**config.mk**
```make
export PLATFORM = sky130hd
export DESIGN_NAME = uart_mult_byte_tx
export DESIGN_NICKNAME = d
export VERILOG_FILES = /design/src/rtl/uart_mult_byte_tx.sv
export SDC_FILE = /design/constraint.sdc
export NUM_CORES = 1
export LEC_CHECK = 0
export BUFFER_PORTS_ARGS = -buffer_cell sky130_fd_sc_hd__buf_2
export CAP_MARGIN = 10
export CORE_AREA = 2 2 131 133
export CTS_BUF_LIST = sky130_fd_sc_hd__clkbuf_4 sky130_fd_sc_hd__clkbuf_8
export DETAILED_ROUTE_END_ITERATION = 12
export DIE_AREA = 0 0 133 135
export GPL_ROUTABILITY_DRIVEN = 1
export PLACE_DENSITY = 0.66
export SETUP_SLACK_MARGIN = 0.02
export SLEW_MARGIN = 30
export SYNTH_ARGS = -nofsm -noshare
export SYNTH_HDL_FRONTEND = slang
export SYNTH_SLANG_ARGS = --single-unit
```
**constraint.sdc**
```tcl
create_clock -name sys_clk -period 6.6 [get_ports sys_clk]
set_input_delay 0.66 -clock sys_clk [delete_from_list [all_inputs] [get_ports sys_clk]]
set_output_delay 0.66 -clock sys_clk [all_outputs]
set_load 0.05 [all_outputs]
```
**src/rtl/uart_mult_byte_tx.sv**
```systemverilog
// Multi-byte UART frame transmitter: 0x55, PAYLOAD_NUM payload bytes, CRC-8, 0xAA.
// Each byte goes out 8N1, LSB first, with no gap between bytes.
module uart_mult_byte_tx #(
  parameter int CLK_FREQ    = 50_000_000,
  parameter int UART_BPS    = 115200,
  parameter int PAYLOAD_NUM = 11
) (
  input  logic                     sys_clk,
  input  logic                     sys_rst_n,
  input  logic                     tx_start,
  input  logic [8*PAYLOAD_NUM-1:0] tx_payload,
  output logic                     uart_txd,
  output logic                     tx_busy,
  output logic                     tx_done,
  output logic [7:0]               tx_byte_cnt
);
  localparam int BPS_CNT = CLK_FREQ / UART_BPS;
  localparam int PI_W    = (PAYLOAD_NUM > 1) ? $clog2(PAYLOAD_NUM) : 1;

  typedef enum logic [2:0] {IDLE, HDR, PAY, CRC, TAIL, DONE} state_t;

  // CRC-8, poly 0x07, MSB first, one whole byte per call
  function automatic logic [7:0] crc8_byte(input logic [7:0] c, input logic [7:0] d);
    logic [7:0] r;
    r = c ^ d;
    for (int i = 0; i < 8; i++) r = r[7] ? ({r[6:0], 1'b0} ^ 8'h07) : {r[6:0], 1'b0};
    return r;
  endfunction

  state_t                        state;
  logic [PAYLOAD_NUM-1:0][7:0]   pay_q;
  logic [7:0]                    crc_q;
  logic [7:0]                    cur_byte;
  logic [3:0]                    bit_idx;
  logic [15:0]                   bit_tmr;
  logic [PI_W-1:0]               pay_idx;
  logic                          bit_last;

  assign bit_last = (bit_tmr == 16'(BPS_CNT - 1));

  // Frame sequencer, bit timer and line driver in one registered block
  always_ff @(posedge sys_clk or negedge sys_rst_n) begin
    if (!sys_rst_n) begin
      state       <= IDLE;
      pay_q       <= '0;
      crc_q       <= 8'h00;
      cur_byte    <= 8'h00;
      bit_idx     <= 4'd0;
      bit_tmr     <= 16'd0;
      pay_idx     <= '0;
      uart_txd    <= 1'b1;
      tx_busy     <= 1'b0;
      tx_done     <= 1'b0;
      tx_byte_cnt <= 8'd0;
    end else begin
      tx_done <= 1'b0;
      case (state)
        IDLE, DONE: begin
          // DONE behaves like IDLE for acceptance so frames can run back to back
          if (tx_start) begin
            state       <= HDR;
            pay_q       <= tx_payload;
            crc_q       <= 8'h00;
            cur_byte    <= 8'h55;
            bit_idx     <= 4'd0;
            bit_tmr     <= 16'd0;
            pay_idx     <= '0;
            uart_txd    <= 1'b0;
            tx_busy     <= 1'b1;
            tx_byte_cnt <= 8'd0;
          end else begin
            state <= IDLE;
          end
        end
        default: begin
          if (!bit_last) begin
            bit_tmr <= bit_tmr + 16'd1;
          end else if (bit_idx != 4'd9) begin
            // next bit: data bits d0..d7 then the stop bit
            bit_tmr  <= 16'd0;
            bit_idx  <= bit_idx + 4'd1;
            uart_txd <= (bit_idx == 4'd8) ? 1'b1 : cur_byte[bit_idx[2:0]];
          end else begin
            // byte complete: load the next frame byte and drive its start bit
            bit_tmr     <= 16'd0;
            bit_idx     <= 4'd0;
            uart_txd    <= 1'b0;
            tx_byte_cnt <= tx_byte_cnt + 8'd1;
            case (state)
              HDR: begin
                state    <= PAY;
                cur_byte <= pay_q[0];
                crc_q    <= crc8_byte(crc_q, pay_q[0]);
              end
              PAY: begin
                if (pay_idx == PI_W'(PAYLOAD_NUM - 1)) begin
                  state    <= CRC;
                  cur_byte <= crc_q;
                end else begin
                  pay_idx  <= pay_idx + 1'b1;
                  cur_byte <= pay_q[pay_idx + 1'b1];
                  crc_q    <= crc8_byte(crc_q, pay_q[pay_idx + 1'b1]);
                end
              end
              CRC: begin
                state    <= TAIL;
                cur_byte <= 8'hAA;
              end
              TAIL: begin
                state       <= DONE;
                uart_txd    <= 1'b1;
                tx_busy     <= 1'b0;
                tx_done     <= 1'b1;
                tx_byte_cnt <= tx_byte_cnt;
              end
              default: state <= IDLE;
            endcase
          end
        end
      endcase
    end
  end
endmodule

```
==> results of run 1 <==
-- through the flow --
| step | util | setup slack [ns] | hold slack [ns] | instance area [µm²] | instances |
|---|---|---|---|---|---|
| 6_report | 0.524 | 2.88 | 0.243 | 8590 | 1135 |
| 5_1_grt | 0.524 | 2.59 | 0.292 | 8590 | 1135 |
| 4_1_cts | 0.522 | 2.56 | 0.263 | 8560 | 1134 |
| 3_5_place_dp | 0.497 | 2.59 | 0.459 | 8150 | 1102 |
| 3_3_place_gp | 0.497 | 2.79 | 0.455 | 8150 | 1102 |
| 2_1_floorplan | - | 3.32 | 0.364 | 7520 | 822 |
-- cell type report --
class	count	area, µm²
multi-input combinational	624	3740
timing repair buffer	107	577
fill	1490	7820
inverter	10	37.5
tap	220	275
sequential	142	3550
clock inverter	15	175
clock buffer	17	234
-- how the worst max path moves through the flow --
stage | to | start | slack [ns] | depth (start not counted)
final | crc_q[3] | pay_idx[0] | 2.88 | 9
after floorplan | crc_q[0] | pay_idx[0] | 3.32 | 10
after global routing | crc_q[3] | pay_idx[0] | 2.59 | 9
after detailed placement | crc_q[3] | pay_idx[0] | 2.59 | 9
after CTS | crc_q[3] | pay_idx[0] | 2.56 | 9
after global placement | crc_q[3] | pay_idx[0] | 2.79 | 9
-- worst reg2reg max path, stage by stage (launching register included) --
cell and delay [ns]:
dfrtp_1 0.33, buf_4 0.32, inv_1 0.23, ha_2 0.77
mux4_1 0.39, and2_0 0.16, a221oi_1 0.40, xnor3_1 0.55
xnor3_1 0.34, o21ai_0 0.14
-- layout by cell type (no fill, tap or decap), types with 15 or more instances in the layout --
master / count
xor2_1: 17
a21oi_1: 30
nor2_1: 34
buf_2: 100
dfrtp_1: 141
mux4_1: 15
nand2_1: 303
xnor2_1: 24
o21ai_0: 58
clkbuf_8: 17
-- per-layer routing --
metal  vias to the layer above  GRT usage  part of all wire
li1                       2960          -                 -
met3                        34     0.0465             0.045
met1                      2901      0.292              0.44
met2                       169      0.358              0.49
met5                         -          0                 0
met4                         0     0.0806             0.023
-- where the power goes --
part	total, µW	leakage (µW)	internal [µW]	switching [µW]
Sequential	1240	0.00181	1060	180
Clock	744	0.000204	350	394
Combinational	830	0.00227	418	412
Total	2810	0.00428	1820	987
-- state kept, by name, indices dropped and copies added (netlist names) --
name	flops
pay_idx	4
crc_q	8
pay_q	88
tx_busy	1
bit_idx	4
cur_byte	8
uart_txd	1
state	3
tx_byte_cnt	8
tx_done	1
bit_tmr	16
-- cell families (layout without fill, tap and decap cells) --
kind of cell / count (synthesis) / after routing
buf+inv: 56 / 149
simple gates: 405 / 405
fa+ha+maj: 8 / 8
xor+xnor: 48 / 48
mux: 29 / 29
compound gates: 134 / 134
flops: 142 / 142
==> flow_summary_export.csv, run 1 <==
group,metric,value,unit
run_status,status,"completed",
worst_setup_path,cp-end-kind,"register",
synthesis,ys_seq_area_frac,0.473,
worst_setup_path,reg2regPathDepth,9,
flow_run,drv_cap,0,
worst_hold_path,min_path_type,"in -> async",
layout,area_growth,14.3,%
synthesis,ys_ff_latch,142,
die,chipHeight,135,µm
power,leakagePower,0.00428,µW
worst_setup_path,slowest_delay,0.77,ns
synthesis,syn_avg_cell_area,9.15,µm²
synthesis,synth_common_cells,"nand2_1, dfrtp_1, o21ai_0, clkbuf_1, nor2_1",
cts,cts_max_level,4,
cts,cts_buffers,17,
timing,fmax,269,MHz
synthesis,synth_area,0.00752,mm²
global_routing,grt_max_degree,99,
worst_setup_path,crit_family,"XOR/XNOR gates",
route,first_pass_iters,5,
die,start_util,0.458,
global_routing,antenna_found_initial,0,
timing,tightest_slew,0.957,ns
synthesis,synth_top_family_by_area,"simple AND/OR/NAND/NOR gates",
worst_setup_path,r2r_end,"crc_q[3]",
route,num_vias,6064,
die,die_w,133,µm
worst_setup_path,cp-start-kind,"register",
worst_setup_path,r2r-start,"pay_idx[0]",
die,io_pins,102,
synthesis,synth.distinct_cells,60,
timing,tns,0,ns
power,total_power,2810,µW
timing,finalSetupViolations,0,
layout,nNetsFinal,1001,
die,core_area,0.0164,mm²
cts,clock_sinks,142,
timing,period_share,0.563,
worst_setup_path,critical_path_buf_inv_count,2,
global_routing,grt_overflow_total,0,
synthesis,synthTopCellsByArea,"dfrtp_1, nand2_1, mux4_1",
timing,slew_viol_final,0,
worst_setup_path,crit_chain,"buf_4 -> inv_1 -> ha_2 -> mux4_1 -> and2_0 -> a221oi_1 -> xnor3_1 -> xnor3_1 -> o21ai_0",
synthesis,synth_mux_area_frac,0.0762,
synthesis,synth_xor_area_frac,0.0689,
cts,cts_setup_buffers,0,
cts,clock_path_buffers,2,
die,num_rows,47,
worst_setup_path,reg2reg_slack,2.88,ns
layout,antennaDiodeCount,0,
route,vias_per_cell,5.34,
timing,fin_crit,3.72,ns
power,powerDensity,327,mW/mm²
cts,ctsHoldBuffers,0,
synthesis,synthAdderAreaFrac,0.0133,
cts,clock_latency,0.47,ns
global_routing,grt_pass1_vias,6024,
cts,cts_tree,"built",
route,wl_per_cell,16.4,µm
synthesis,synth_top_area_cell,"dfrtp_1",
worst_setup_path,critPathSlowestCell,"ha_2",
synthesis,synth_top_area_share,0.469,
worst_setup_path,cp.arrival,4.11,ns
route,wl,18.6,mm
layout,drive_gt1_frac,0.176,
worst_setup_path,worst-setup-path-type,"reg -> reg",
synthesis,synth_compound_area_frac,0.108,
cts,cts_resized,0,
timing,relSlewSlack,0.362,
synthesis,yosysWarnings,0,
cts,ctsRootBufferMaster,"clkbuf_8",
power,ir_drop,170,µV
global_routing,grt_usage,0.220,
synthesis,synthArstFlopShare,1.00,
synthesis,yosys.area_share.simple,0.230,
timing,grt_setup_unrepaired,"no",
global_routing,grt_pass1_wl,30.8,mm
route,ant_nets,0,
synthesis,ys.flop_type,"dfrtp_1",
synthesis,synth-edff-count,0,
route,drc,0,
route,drtIter0Drc,429,
synthesis,synth.most_common_cell,"nand2_1",
worst_setup_path,worstPathMaxFanout,26,
placed_design,place_congestion,0.824,
synthesis,synth_fp_nets,921,
placed_design,place_hpwl,12.8,mm
cts,clk_pin_slew,0.09,ns
synthesis,postSynthCellCount,822,
timing,hold_viol,0,
placed_design,portBuffers,101,
timing,fin_worst_skew,0.0148,ns
worst_setup_path,required,6.99,ns
worst_setup_path,cp_common_cell,"xnor3_1",
die,dieArea,0.0180,mm²
(Power assumes the default switching activity.)
==> inputs of run 2 (changes only) <==
ABC_AREA = 1   (was default)
CORE_AREA = 2 2 133 135   (was 2 2 131 133)
DIE_AREA = 0 0 135 137   (was 0 0 133 135)
PLACE_DENSITY = 0.65   (was 0.66)
clock period = 3.8 ns   (was 6.6 ns; I/O delays follow)
==> flow_summary_export.csv, run 2 <==
group,metric,value,unit
route,dr.max_layer_used,"met4",
route,dr_wl_met2,9.06,mm
route,wl_met1,9.26,mm
synthesis,synth.most_common_cell,"nand2_1",
power,powerDensity,352,mW/mm²
synthesis,synth_area,0.00766,mm²
synthesis,synth_fp_nets,1093,
timing,slew_viol_final,0,
placed_design,place_inst,1290,
worst_setup_path,cp.arrival,3.25,ns
synthesis,ys.flop_type,"dfrtp_1",
die,io_pins,102,
die,chipHeight,137,µm
synthesis,synth_compound_area_frac,0.138,
global_routing,grt_overflow_total,0,
synthesis,synthArstFlopShare,1.00,
timing,fin_crit,2.90,ns
timing,finalSetupViolations,0,
cts,clock_path_buffers,2,
power,leakagePower,0.00433,µW
power,ir_drop,280,µV
layout,final_core_util,0.512,
cts,cts_setup_buffers,0,
power,total_power,3070,µW
layout,drive_gt1_frac,0.163,
die,start_util,0.449,
layout,seq_area,0.00355,mm²
layout,regMostFlops,"pay_q",
timing,relSlewSlack,0.439,
layout,most-common-layout-cells,"nand2_1, dfrtp_1, o21ai_0",
cts,cts_tree,"built",
timing,fin_worst_skew,0.0105,ns
route,first_pass_iters,5,
synthesis,synth_top_family_by_area,"simple AND/OR/NAND/NOR gates",
layout,largest_reg_flops,88,
route,ant_nets,0,
synthesis,synthTopCellsByArea,"dfrtp_1, nand2_1, o21ai_0",
cts,clock_sinks,142,
cts,cts_max_level,4,
synthesis,ys_seq_area_frac,0.464,
die,num_rows,48,
layout,nNetsFinal,1183,
worst_setup_path,worst-setup-path-type,"reg -> reg",
route,drtIter0Drc,468,
global_routing,grt_pass1_wl,32.9,mm
route,met3_length,908,µm
synthesis,yosys.area_share.simple,0.268,
route,drc,0,
synthesis,ys_ff_latch,142,
synthesis,synthAdderAreaFrac,0.0131,
synthesis,synth_common_cells,"nand2_1, dfrtp_1, o21ai_0, inv_1, nand3_1",
layout,final_common_cell,"nand2_1",
layout,top_regs,"pay_q (88), bit_tmr (16)",
cts,clock_latency,0.46,ns
layout,finalNonFillerCells,1322,
layout,antennaDiodeCount,0,
flow_run,drv_cap,0,
die,dieArea,0.0185,mm²
route,num_vias,6701,
global_routing,grt_usage,0.227,
run_status,status,"finished with violations",
placed_design,place_congestion,0.877,
route,wl,19.5,mm
layout,multiInputGateArea,0.00351,mm²
placed_design,place_hpwl,14.2,mm
global_routing,grt_pass1_vias,6497,
global_routing,antenna_found_initial,0,
timing,grt_setup_unrepaired,"no",
route,vias_per_cell,5.07,
cts,clk_pin_slew,0.09,ns
synthesis,synth_xor_area_frac,0.0384,
cts,ctsHoldBuffers,0,
timing,tns,0,ns
timing,hold_ws,-0.0108,ns
synthesis,synth.distinct_cells,38,
layout,fill_cells,1677,
timing,period_share,0.763,
cts,cts_buffers,17,
placed_design,portBuffers,101,
global_routing,grt_max_degree,142,
synthesis,synth-edff-count,0,
worst_setup_path,worstPathMaxFanout,57,
synthesis,syn_avg_cell_area,7.71,µm²
synthesis,synth_top_area_cell,"dfrtp_1",
synthesis,yosysWarnings,0,
worst_setup_path,cp-start-kind,"register",
timing,hold_viol,4,
cts,cts_resized,0,
worst_setup_path,cp-end-kind,"register",
worst_setup_path,required,4.15,ns
timing,tightest_slew,0.841,ns
worst_hold_path,min_path_type,"in -> async",
synthesis,postSynthCellCount,994,
timing,fmax,345,MHz
die,die_w,135,µm
synthesis,synth_mux_area_frac,0,
die,core_area,0.0171,mm²
cts,ctsRootBufferMaster,"clkbuf_8",
route,wl_per_cell,14.8,µm
layout,area_growth,14.1,%
synthesis,synth_top_area_share,0.461,
run_status,failed_checks,"negative hold slack",
## run 2: cell count changes in the layout (fill, tap and decap cells not counted), moves of 8 or more
cell      delta
nand2_1      +8
mux2i_1     -10
mux4_1      -15
o211ai_1    +11
a21o_1       -8
inv_1       +98
xnor2_1     -11
nand3_1     +71
o22ai_1     +13
o21ai_0     +54
nand2_2      +8
## run 2: power by group
part           switching [µW]  internal, µW  total [µW]
logic                     162           102         265
registers                32.6          1570        1600
clock network             667           538        1210
total                     862          2210        3070
## run 2: cell type report
| cell class | instances | area share |
|---|---|---|
| sequential | 142 | 0.407 |
| multi-input combinational | 702 | 0.402 |
| timing repair buffer | 106 | 0.0660 |
| inverter | 115 | 0.0494 |
| tap | 225 | 0.0322 |
| clock buffer | 17 | 0.0268 |
| clock inverter | 15 | 0.0170 |
## run 2: critical path, cell delays in order (launching register included)
cell and delay, ns:
dfrtp_1 0.38, buf_4 0.28, ha_1 0.33, xnor2_1 0.65, o211ai_1 0.22, nand3_1 0.12
nand2_1 0.14, xor2_2 0.24, inv_1 0.11, nand3_1 0.09, nand3_1 0.07, nand2_1 0.06
o21ai_0 0.07
## run 2: final timing paths
kind | from | end | slack [ns] | cells after the start
hold / removal | sys_rst_n | tx_byte_cnt[3] | -0.01 | 1
hold reg to reg | pay_q[58] | pay_q[58] | 0.47 | 2
min in group sys_clk | tx_payload[42] | pay_q[42] | 0.11 | 3
max in group asynchronous | sys_rst_n | pay_q[20] | 3.06 | 2
setup reg to reg | pay_idx[0] | crc_q[6] | 0.90 | 12
setup / recovery | pay_idx[0] | crc_q[6] | 0.90 | 12
## run 2: cells by family after synthesis
logic type      after synthesis
xor+xnor                     31
buf+inv                     150
fa+ha+maj                     8
flops                       142
simple gates                473
compound gates              190
## run 2: per-stage QoR
stage	area, µm²	setup WS (ns)
finish	8740	0.901
global route	8740	0.613
CTS	8740	0.904
detailed placement	8350	0.934
global placement	8350	0.920
floorplan	7660	1.39
## run 2: layer usage
layer | track usage | vias to the layer above
li1 | - | 3386
met2 | 0.375 | 161
met1 | 0.306 | 3131
met5 | 0 | -
met3 | 0.0448 | 23
met4 | 0.0631 | 0
